[src/rtl/riscv_pipe_pkg.sv]
// Shared constants for the F/D/E/M/W pipeline hazard logic.
// State encoding, forward selects and register address width.
package riscv_pipe_pkg;

  localparam int REG_ADDR_W = 5;

  typedef enum logic [1:0] {
    ST_RUN      = 2'd0,
    ST_MEM_WAIT = 2'd1,
    ST_ERROR    = 2'd2
  } state_t;

  localparam logic [1:0] FWD_RF  = 2'b00;
  localparam logic [1:0] FWD_WB  = 2'b01;
  localparam logic [1:0] FWD_MEM = 2'b10;

endpackage

[src/rtl/hazard_sequencer_if.sv]
// Data-memory req/ready handshake between the hazard
// sequencer (master) and the data memory (slave).
interface hazard_sequencer_if;

  logic mem_req;
  logic mem_ready;

  modport master (
    output mem_req,
    input  mem_ready
  );

  modport slave (
    input  mem_req,
    output mem_ready
  );

endinterface

[src/rtl/forward_unit.sv]
// EX-stage operand forward select for one source register.
// The M-stage result takes priority over the W-stage result.
module forward_unit
  import riscv_pipe_pkg::*;
(
  input  logic [REG_ADDR_W-1:0] rs,
  input  logic [REG_ADDR_W-1:0] rd_m,
  input  logic [REG_ADDR_W-1:0] rd_w,
  input  logic                  regwrite_m,
  input  logic                  regwrite_w,
  output logic [1:0]            fwd
);

  logic hit_m;
  logic hit_w;

  assign hit_m = regwrite_m && (rd_m != '0)
              && (rd_m == rs);
  assign hit_w = regwrite_w && (rd_w != '0)
              && (rd_w == rs) && !hit_m;

  always_comb begin
    fwd = FWD_RF;
    unique case (1'b1)
      hit_m:   fwd = FWD_MEM;
      hit_w:   fwd = FWD_WB;
      default: fwd = FWD_RF;
    endcase
  end

endmodule

[src/rtl/hazard_sequencer.sv]
// Pipeline stall/flush/forward sequencer with data-memory wait FSM.
// Define HAZARD_PERF_CNT_EN to add saturating performance counters.
module hazard_sequencer
  import riscv_pipe_pkg::*;
#(
  parameter int unsigned MEM_TIMEOUT = 255,
  parameter int unsigned TMO_W       = 8,
  parameter int unsigned PERF_W      = 32
) (
  input  logic                  clk,
  input  logic                  rst_n,
  input  logic [REG_ADDR_W-1:0] Rs1D,
  input  logic [REG_ADDR_W-1:0] Rs2D,
  input  logic [REG_ADDR_W-1:0] Rs1E,
  input  logic [REG_ADDR_W-1:0] Rs2E,
  input  logic [REG_ADDR_W-1:0] RdE,
  input  logic                  LoadE,
  input  logic                  PCSrcE,
  input  logic [REG_ADDR_W-1:0] RdM,
  input  logic [REG_ADDR_W-1:0] RdW,
  input  logic                  RegWriteM,
  input  logic                  RegWriteW,
  input  logic                  MemAccessM,
  hazard_sequencer_if.master    mem,
  output logic                  StallF,
  output logic                  StallD,
  output logic                  StallE,
  output logic                  StallM,
  output logic                  FlushD,
  output logic                  FlushE,
  output logic                  FlushW,
  output logic [1:0]            ForwardAE,
  output logic [1:0]            ForwardBE,
  output logic                  mem_timeout_err
`ifdef HAZARD_PERF_CNT_EN
  ,
  output logic [PERF_W-1:0]     stall_cycles,
  output logic [PERF_W-1:0]     flush_events,
  output logic [PERF_W-1:0]     mem_wait_cycles
`endif
);

  if ((64'd1 << TMO_W) <= 64'(MEM_TIMEOUT)
      || PERF_W == 0) begin : g_bad_cfg
    $error("hazard_sequencer: TMO_W too narrow or PERF_W zero");
  end

  localparam logic [TMO_W-1:0] TMO_LIM = TMO_W'(MEM_TIMEOUT);

  state_t           state, state_n;
  logic [TMO_W-1:0] wait_cnt, cnt_n;
  logic             err_q, err_n;
  logic             hold, resolve;
  logic             miss, lu;
  logic [1:0]       fwd_a, fwd_b;

  forward_unit u_fwd_a (
    .rs         (Rs1E),
    .rd_m       (RdM),
    .rd_w       (RdW),
    .regwrite_m (RegWriteM),
    .regwrite_w (RegWriteW),
    .fwd        (fwd_a)
  );

  forward_unit u_fwd_b (
    .rs         (Rs2E),
    .rd_m       (RdM),
    .rd_w       (RdW),
    .regwrite_m (RegWriteM),
    .regwrite_w (RegWriteW),
    .fwd        (fwd_b)
  );

  assign miss = MemAccessM && !mem.mem_ready;
  assign lu   = LoadE && (RdE != '0)
             && (RdE == Rs1D || RdE == Rs2D);

  always_ff @(posedge clk or negedge rst_n) begin
    if (!rst_n) begin
      state    <= ST_RUN;
      wait_cnt <= '0;
      err_q    <= 1'b0;
    end else begin
      state    <= state_n;
      wait_cnt <= cnt_n;
      err_q    <= err_n;
    end
  end

  // hold freezes the whole pipe; resolve lets branch/load-use act
  always_comb begin
    state_n = state;
    cnt_n   = wait_cnt;
    err_n   = err_q;
    hold    = 1'b0;
    resolve = 1'b0;
    unique case (state)
      ST_RUN: begin
        if (miss) begin
          hold    = 1'b1;
          state_n = ST_MEM_WAIT;
          cnt_n   = TMO_W'(1);
        end else begin
          resolve = 1'b1;
        end
      end
      ST_MEM_WAIT: begin
        if (mem.mem_ready) begin
          resolve = 1'b1;
          state_n = ST_RUN;
          cnt_n   = '0;
        end else begin
          hold = 1'b1;
          if (wait_cnt == TMO_LIM) begin
            state_n = ST_ERROR;
            err_n   = 1'b1;
          end else if (~&wait_cnt) begin
            cnt_n = wait_cnt + TMO_W'(1);
          end
        end
      end
      ST_ERROR: begin
        hold  = 1'b1;
        err_n = 1'b1;
      end
      default: state_n = ST_RUN;
    endcase
  end

  assign StallF = rst_n && (hold || (resolve && !PCSrcE && lu));
  assign StallD = StallF;
  assign StallE = rst_n && hold;
  assign StallM = rst_n && hold;
  assign FlushD = rst_n && resolve && PCSrcE;
  assign FlushE = rst_n && resolve && (PCSrcE || lu);
  assign FlushW = rst_n && hold;

  assign ForwardAE = rst_n ? fwd_a : FWD_RF;
  assign ForwardBE = rst_n ? fwd_b : FWD_RF;

  assign mem.mem_req     = rst_n && MemAccessM && (state != ST_ERROR);
  assign mem_timeout_err = err_q;

`ifdef HAZARD_PERF_CNT_EN
  always_ff @(posedge clk or negedge rst_n) begin
    if (!rst_n) begin
      stall_cycles    <= '0;
      flush_events    <= '0;
      mem_wait_cycles <= '0;
    end else begin
      if (StallF && ~&stall_cycles)
        stall_cycles <= stall_cycles + PERF_W'(1);
      if (FlushE && ~&flush_events)
        flush_events <= flush_events + PERF_W'(1);
      if (state == ST_MEM_WAIT && ~&mem_wait_cycles)
        mem_wait_cycles <= mem_wait_cycles + PERF_W'(1);
    end
  end
`endif

endmodule

[src/flat_wrapper.sv]
// flat-port wrapper written by rule: the top's interface ports become plain ports
module hazard_sequencer_flat import riscv_pipe_pkg::*;
#(
  parameter int unsigned MEM_TIMEOUT = 255,
  parameter int unsigned TMO_W       = 8,
  parameter int unsigned PERF_W      = 32
)
  (clk, rst_n, Rs1D, Rs2D, Rs1E, Rs2E, RdE, LoadE, PCSrcE, RdM, RdW, RegWriteM, RegWriteW, MemAccessM, StallF, StallD, StallE, StallM, FlushD, FlushE, FlushW, ForwardAE, ForwardBE, mem_timeout_err, mem_mem_req, mem_mem_ready);
  hazard_sequencer_if mem_i ();
  input  logic clk;
  input  logic rst_n;
  input  logic [REG_ADDR_W-1:0] Rs1D;
  input  logic [REG_ADDR_W-1:0] Rs2D;
  input  logic [REG_ADDR_W-1:0] Rs1E;
  input  logic [REG_ADDR_W-1:0] Rs2E;
  input  logic [REG_ADDR_W-1:0] RdE;
  input  logic LoadE;
  input  logic PCSrcE;
  input  logic [REG_ADDR_W-1:0] RdM;
  input  logic [REG_ADDR_W-1:0] RdW;
  input  logic RegWriteM;
  input  logic RegWriteW;
  input  logic MemAccessM;
  output logic StallF;
  output logic StallD;
  output logic StallE;
  output logic StallM;
  output logic FlushD;
  output logic FlushE;
  output logic FlushW;
  output logic [1:0] ForwardAE;
  output logic [1:0] ForwardBE;
  output logic mem_timeout_err;
  output wire logic [$bits(mem_i.mem_req)-1:0] mem_mem_req;
  input wire logic [$bits(mem_i.mem_ready)-1:0] mem_mem_ready;
  assign mem_mem_req = mem_i.mem_req;
  assign mem_i.mem_ready = mem_mem_ready;
  hazard_sequencer #(.MEM_TIMEOUT(MEM_TIMEOUT), .TMO_W(TMO_W), .PERF_W(PERF_W)) u_core (.clk(clk), .rst_n(rst_n), .Rs1D(Rs1D), .Rs2D(Rs2D), .Rs1E(Rs1E), .Rs2E(Rs2E), .RdE(RdE), .LoadE(LoadE), .PCSrcE(PCSrcE), .RdM(RdM), .RdW(RdW), .RegWriteM(RegWriteM), .RegWriteW(RegWriteW), .MemAccessM(MemAccessM), .mem(mem_i), .StallF(StallF), .StallD(StallD), .StallE(StallE), .StallM(StallM), .FlushD(FlushD), .FlushE(FlushE), .FlushW(FlushW), .ForwardAE(ForwardAE), .ForwardBE(ForwardBE), .mem_timeout_err(mem_timeout_err));
endmodule
[config.mk]
export PLATFORM = sky130hd
export DESIGN_NAME = hazard_sequencer_flat
export DESIGN_NICKNAME = d
export VERILOG_FILES = /design/src/rtl/riscv_pipe_pkg.sv /design/src/rtl/hazard_sequencer_if.sv /design/src/rtl/forward_unit.sv /design/src/rtl/hazard_sequencer.sv /design/src/flat_wrapper.sv
export SDC_FILE = /design/constraint.sdc
export NUM_CORES = 1
export LEC_CHECK = 0
export BUFFER_PORTS_ARGS = -buffer_cell sky130_fd_sc_hd__buf_2
export CORE_MARGIN = 3
export CORE_UTILIZATION = 47
export CTS_BUF_LIST = sky130_fd_sc_hd__clkbuf_2 sky130_fd_sc_hd__clkbuf_4 sky130_fd_sc_hd__clkbuf_8
export DETAILED_ROUTE_END_ITERATION = 10
export PLACE_DENSITY = 0.82
export SYNTH_ARGS = -nofsm -noshare
export SYNTH_HDL_FRONTEND = slang
export SYNTH_SLANG_ARGS = --single-unit
[constraint.sdc]
create_clock -name clk -period 2.51 [get_ports clk]
set_input_delay 0.502 -clock clk [delete_from_list [all_inputs] [get_ports clk]]
set_output_delay 0.502 -clock clk [all_outputs]
set_load 0.05 [all_outputs]
Word-level counts from Yosys, hierarchy flattened
Cells that the tools add are included.
{"block": "classes", "add_sub_neg": 1, "bitwise": 1, "n_eq_ne": 16, "n_reduce_logical": 37, "n_mux": 22}
{"cell": "$mux 8", "count": 4}
{"cell": "$eq 5x5->1", "count": 6}
{"cell": "$logic_and 1x1->1", "count": 20}
{"cell": "$pmux 8 s2", "count": 1}
{"cell": "$reduce_bool 5->1", "count": 3}
{"cell": "$mux 2", "count": 5}
{"cell": "$add 8x1->8 const B", "count": 1}
{"cell": "$eq 8x8->1 const B", "count": 1}
{"cell": "$pmux 2 s2", "count": 2}
{"cell": "$reduce_and 8->1", "count": 1}
{"cell": "$mux 1", "count": 6}
{"cell": "$ne 3x3->1 const B", "count": 2}
{"cell": "$pmux 2 s3", "count": 1}
{"cell": "$reduce_and 3->1", "count": 2}
{"cell": "$logic_not 1->1", "count": 4}
{"cell": "$ne 2x1->1 const B", "count": 2}
{"cell": "$ne 2x2->1 const B", "count": 2}
{"cell": "$pmux 1 s2", "count": 2}
{"cell": "$reduce_and 4->1", "count": 1}
{"cell": "$reduce_bool 2->1", "count": 2}
{"cell": "$logic_or 1x1->1", "count": 3}
{"cell": "$ne 3x2->1 const B", "count": 1}
{"cell": "$pmux 1 s3", "count": 1}
{"cell": "$eq 2x1->1 const B", "count": 1}
{"cell": "3 further kinds", "count": 3}
{"block": "totals", "word_cells": 80, "regBits": 11, "output_inout_bits": 13}

Logic depth before layout (Yosys ltp)
{"block": "depth", "word_depth": 8, "ltp_mapped": 6, "mapped_depth_nobuf": 5}

Hierarchy
A second synthesis with hierarchy kept.
{"block": "unflattened", "hier_cells": 135, "hier_area_um2": 1151.1}
{"mod": "hazard_sequencer", "area_each_um2": 848.3, "cells_each": 95, "seq_area_each_um2": 275.3, "n_inst": 1}
{"mod": "forward_unit", "area_each_um2": 151.4, "cells_each": 20, "seq_area_each_um2": 0.0, "n_inst": 2}

Worst setup path after synthesis
Ideal clock, no wire load.
{"block": "synth_timing", "path_type": "input port to output port", "startpoint": "input port RdE[2]", "endpoint": "output port StallF", "required_time_ns": 2.008, "cell_stages": 5, "n_path_buf": 1, "arrival_ns": 3.126, "path_slack_ns": -1.118, "path_cell_list": "xor2_1 -> nor3_1 -> a22oi_1 -> o41ai_1 -> buf_4"}
{"block": "synth_via", "elab_chain_cells": 6, "elab_cells_between_ends": 9, "cone_classes": "eq/ne: 2; reduce/logical: 7"}
{"item": "start, declared", "line_no": "flat_wrapper.sv:16", "source": "input logic [REG_ADDR_W-1:0] RdE;"}
{"item": "$eq 5x5->1 / $reduce_bool 5->1 (equally long branches)", "line_no": "hazard_sequencer.sv:77, hazard_sequencer.sv:76"}
{"item": "$logic_or 1x1->1 / $logic_and 1x1->1 (equally long branches)", "line_no": "hazard_sequencer.sv:77, hazard_sequencer.sv:76"}
{"item": "$logic_and 1x1->1 *", "line_no": "hazard_sequencer.sv:77", "source": "&& (RdE == Rs1D || RdE == Rs2D);"}
{"item": "$logic_and 1x1->1 *", "line_no": "hazard_sequencer.sv:131", "source": "assign StallF = rst_n && (hold || (resolve && !PCSrcE && lu));"}
{"item": "$logic_or 1x1->1 *", "line_no": "hazard_sequencer.sv:131"}
{"item": "$logic_and 1x1->1 *", "line_no": "hazard_sequencer.sv:131"}
{"item": "end, declared", "line_no": "flat_wrapper.sv:24", "source": "output logic StallF;"}
Mark *: on every way between the ends. The rest lies on a longest branch, timed or not.

Final worst setup path
{"block": "layout_timing", "startpoint": "input port RdM[0]", "endpoint": "output port ForwardAE[0]"}
{"block": "layout_via", "elab_chain_cells": 7, "elab_cells_between_ends": 8, "cone_classes": "eq/ne: 1; mux: 2; reduce/logical: 5"}
{"item": "start, declared", "line_no": "flat_wrapper.sv:19", "source": "input logic [REG_ADDR_W-1:0] RdM;"}
{"item": "$reduce_bool 5->1", "line_no": "forward_unit.sv:17", "source": "assign hit_m = regwrite_m && (rd_m != '0)"}
{"item": "$logic_and 1x1->1", "line_no": "forward_unit.sv:17"}
{"item": "$logic_and 1x1->1 *", "line_no": "forward_unit.sv:18", "source": "&& (rd_m == rs);"}
{"item": "$logic_not 1->1", "line_no": "forward_unit.sv:20", "source": "&& (rd_w == rs) && !hit_m;"}
{"item": "$logic_and 1x1->1", "line_no": "forward_unit.sv:20"}
{"item": "$pmux 2 s2 *", "line_no": "forward_unit.sv:24", "source": "unique case (1'b1)"}
{"item": "$mux 2 *", "line_no": "hazard_sequencer.sv:139", "source": "assign ForwardAE = rst_n ? fwd_a : FWD_RF;"}
{"item": "end, declared", "line_no": "flat_wrapper.sv:31", "source": "output logic [1:0] ForwardAE;"}
Marked as above.

==> impl_metrics.py <==
metrics = {
    "placement": {
        "post-dp-hpwl_um": 2585,
        "placed_cells": 217,
        "globalplace.congestion": 0.8852,
        "port_buffers": 55,
    },
    "sta": {
        "post-route-period-util": 0.9638,
        "rsz_0062_raised_after_global_routing": "true",
        "finalCriticalPeriod_ps": 2419,
        "final.setup_skew_ps": 6.103,
        "maximum_operating_frequency_mhz": 413.4,
        "final_count_of_hold_timing_violations": 0,
        "timing.slew.headroom": 0.4689,
        "finalSetupViolations": 0,
        "number_of_max_slew_violations_in_the_final_report": 0,
        "worst_slew_pin_slew_ps": 789.4,
    },
    "clocking": {
        "cts-root-to-sink-buffers": 2,
        "clk_pin_slew_worst_paths_ps": 70,
        "cts_made_buffers": 3,
        "cts.hold.buffers_added": 0,
        "clkLatencyLatePin_ps": 270,
        "number_of_sinks_on_the_clock_net": 11,
        "post_cts_resized": 3,
        "cts-htree-levels": 1,
        "postCtsSetupRepairBufs": 0,
        "root_buffer": "sky130_fd_sc_hd__clkbuf_4",
        "cts_tree": "built",
    },
    "synth": {
        "avgSynthCellArea_um2": 8.400,
        "synth.cells.most_frequent": "sky130_fd_sc_hd__xor2_1, sky130_fd_sc_hd__dfrtp_1, sky130_fd_sc_hd__o21ai_0",
        "syn_inst": 136,
        "synth_edf_count": 0,
        "most_frequently_used_cell_type_in_the_post_synthesis_netlist": "sky130_fd_sc_hd__xor2_1",
        "main_synth_ff_type": "sky130_fd_sc_hd__dfrtp_1",
        "post_synth_instance_area_um2": 1142,
        "synth_cell_types": 43,
        "postSynth.asyncResetShare": 1.000,
        "post-synth-top-area-fraction": 0.2410,
        "flop_and_latch_count_out_of_synthesis": 11,
        "sequential_fraction_of_the_synthesis_area": 0.2410,
        "synth_top_cell_by_area": "sky130_fd_sc_hd__dfrtp_1",
        "number_of_warnings_reported_in_the_yosys_synthesis_log": 0,
        "post_synth_main_area_contributors": "sky130_fd_sc_hd__dfrtp_1, sky130_fd_sc_hd__xor2_1, sky130_fd_sc_hd__xnor2_1",
        "mappedNetlistNets": 180,
    },
    "critical_path": {
        "arrival_ps": 1920,
        "required_ps": 2010,
        "cp_max_fo": 2,
        "end_kind": "output port",
        "timing_worst_setup_path_type": "input pin to output port",
        "setup.worst_path.start_class": "input pin",
        "cell_type_of_the_slowest_stage_on_the_worst_timing_path": "sky130_fd_sc_hd__or4_1",
        "slowest_delay_ps": 530,
        "path_cells": "buf_2 -> or4_1 -> o21ai_2 -> nor4_2 -> nor4_4 -> buf_4",
    },
    "global_route": {
        "grt_start_max_net_pins": 18,
        "first_pass_grt_wire_length_um": 5216,
        "global_route.overflow_total": 0,
        "gr-usage-all-layers": 0.2044,
        "grt_antenna_before_repair": 0,
        "first_global_vias": 1272,
    },
    "floorplan": {
        "die_w_um": 55.30,
        "fp.coreArea_um2": 2255,
        "design.portCount": 56,
        "dieHeight_um": 55.30,
        "floorplan.die_area_um2": 3058,
        "initial_utilization": 0.5067,
        "rows": 17,
    },
    "routing": {
        "post_detailed_route_count_of_antenna_violating_nets": 0,
        "avg_wl_per_cell_um": 14.19,
        "vias": 1254,
        "route.final.wire_length_um": 3136,
        "via_per_inst": 5.674,
        "count_of_unresolved_drc_violations_after_routing": 0,
        "drt_first_pass_iters": 4,
        "dr.first_iter.drc_count": 28,
    },
    "finish": {
        "drive_gt1_frac": 0.3990,
        "num-nets-final": 238,
        "nFillCells": 183,
        "layout.cells.non_filler": 221,
        "layout.core_utilization": 0.6865,
        "antenna-diode-count": 0,
        "area.growth.synth_to_final_pct": 35.49,
    },
    "status": {
        "outcome": "complete, no violations",
    },
    "run": {
        "drv.max_cap_violation_count": 0,
    },
    "power": {
        "peakVddDrop_mv": 0.4377,
        "p_per_cell_area_nw_per_um2": 310.5,
        "static_leakage_power_nw": 0.7087,
    },
    "worst_hold_path": {
        "min_path_type": "input pin to async pin",
    },
}
-- power breakdown --
part / internal [mW] / switching [mW]
Combinational: 0.0692 / 0.0892
Sequential: 0.183 / 0.00691
Clock: 0.0723 / 0.0604
Total: 0.324 / 0.156
-- kinds of logic after synthesis --
logic type      share of synthesized area
mux                               0.01753
fa+ha+maj                         0.01095
compound gates                     0.1884
flops                              0.2410
xor+xnor                           0.2300
buf+inv                           0.06133
simple gates                       0.2508
-- sequential cells by signal (all words and copies together) (netlist names) --
signal / count
u_core.mem_timeout_err: 1
u_core.wait_cnt: 8
u_core.state: 2
-- layout by cell type (no fill, tap or decap), types with 2 or more instances in the layout --
master	count
sky130_fd_sc_hd__o31ai_1	5
sky130_fd_sc_hd__a21oi_1	4
sky130_fd_sc_hd__nor3_1	3
sky130_fd_sc_hd__a21o_2	2
sky130_fd_sc_hd__nand3_1	4
sky130_fd_sc_hd__or4_1	6
sky130_fd_sc_hd__buf_4	7
sky130_fd_sc_hd__xor2_1	24
sky130_fd_sc_hd__mux2i_1	2
sky130_fd_sc_hd__inv_1	6
sky130_fd_sc_hd__o21a_1	2
sky130_fd_sc_hd__nand4_1	2
sky130_fd_sc_hd__dfrtp_1	11
sky130_fd_sc_hd__or2_2	2
sky130_fd_sc_hd__nor2_1	4
sky130_fd_sc_hd__nand2_1	6
sky130_fd_sc_hd__xnor2_1	6
sky130_fd_sc_hd__nor2b_1	2
sky130_fd_sc_hd__nand2b_1	2
sky130_fd_sc_hd__buf_2	53
sky130_fd_sc_hd__and2_1	2
sky130_fd_sc_hd__nor4_1	2
sky130_fd_sc_hd__o21ai_0	6
sky130_fd_sc_hd__clkbuf_4	4
sky130_fd_sc_hd__and3_1	2
sky130_fd_sc_hd__nor4_4	2
sky130_fd_sc_hd__nor4_2	2
-- routing by layer --
layer / share of wire / GRT usage / wire length (um) / vias to the layer above
met5: 0 / 0 / 0 / -
met4: 0.011 / 0.03125 / 34 / 0
met3: 0.057 / 0.05607 / 180 / 4
met2: 0.53 / 0.3767 / 1665 / 47
met1: 0.40 / 0.2373 / 1257 / 585
li1: - / - / - / 618
-- path summary, 6_finish.rpt --
path | startpoint | endpoint | slack (ps) | depth (start not counted)
min in group clk | u_core.mem_timeout_err$_DFFE_PN0P_ | u_core.mem_timeout_err$_DFFE_PN0P_ | 470 | 1
hold reg to reg | u_core.mem_timeout_err$_DFFE_PN0P_ | u_core.mem_timeout_err$_DFFE_PN0P_ | 470 | 1
setup reg to reg | u_core.state[0]$_DFFE_PN0P_ | u_core.wait_cnt[6]$_DFFE_PN0P_ | 530 | 4
setup / recovery | RdM[0] | ForwardAE[0] | 90 | 6
max in group asynchronous | rst_n | u_core.wait_cnt[5]$_DFFE_PN0P_ | 2140 | 2
hold / removal | rst_n | u_core.wait_cnt[4]$_DFFE_PN0P_ | 190 | 2
-- critical path, delay by kind of cell --
family	cells	cell delay, ps
buffers and inverters	2	330
and+or+nand+nor	3	890
AOI/OAI and AO/OA	1	180
-- final cells by class --
type / instances / area, um^2 / area share
repair buffers: 60 / 317.8 / 0.2053
clock buffers: 4 / 30.03 / 0.01940
well taps: 28 / 35.03 / 0.02264
flip-flops and latches: 11 / 275.3 / 0.1779
inverters: 6 / 22.52 / 0.01455
multi-input cells: 112 / 867.1 / 0.5602
-- metrics by stage --
step / hold slack, ps / TNS, ps / instance area (um^2) / power, mW / setup WS (ps)
after floorplan: 206.4 / -50.78 / 1196 / 0.2774 / -50.78
after global placement: 447.2 / -56.28 / 1496 / 0.3411 / -28.70
after detailed placement: 452.9 / -90.73 / 1496 / 0.3471 / -49.96
after CTS: 197.1 / -14.95 / 1531 / 0.4832 / -14.95
after global routing: 186.1 / -18.41 / 1548 / 0.5117 / -15.97
final: 190.0 / 0 / 1548 / 0.4806 / 90.76
No activity file was read; power rests on OpenSTA's default activity.
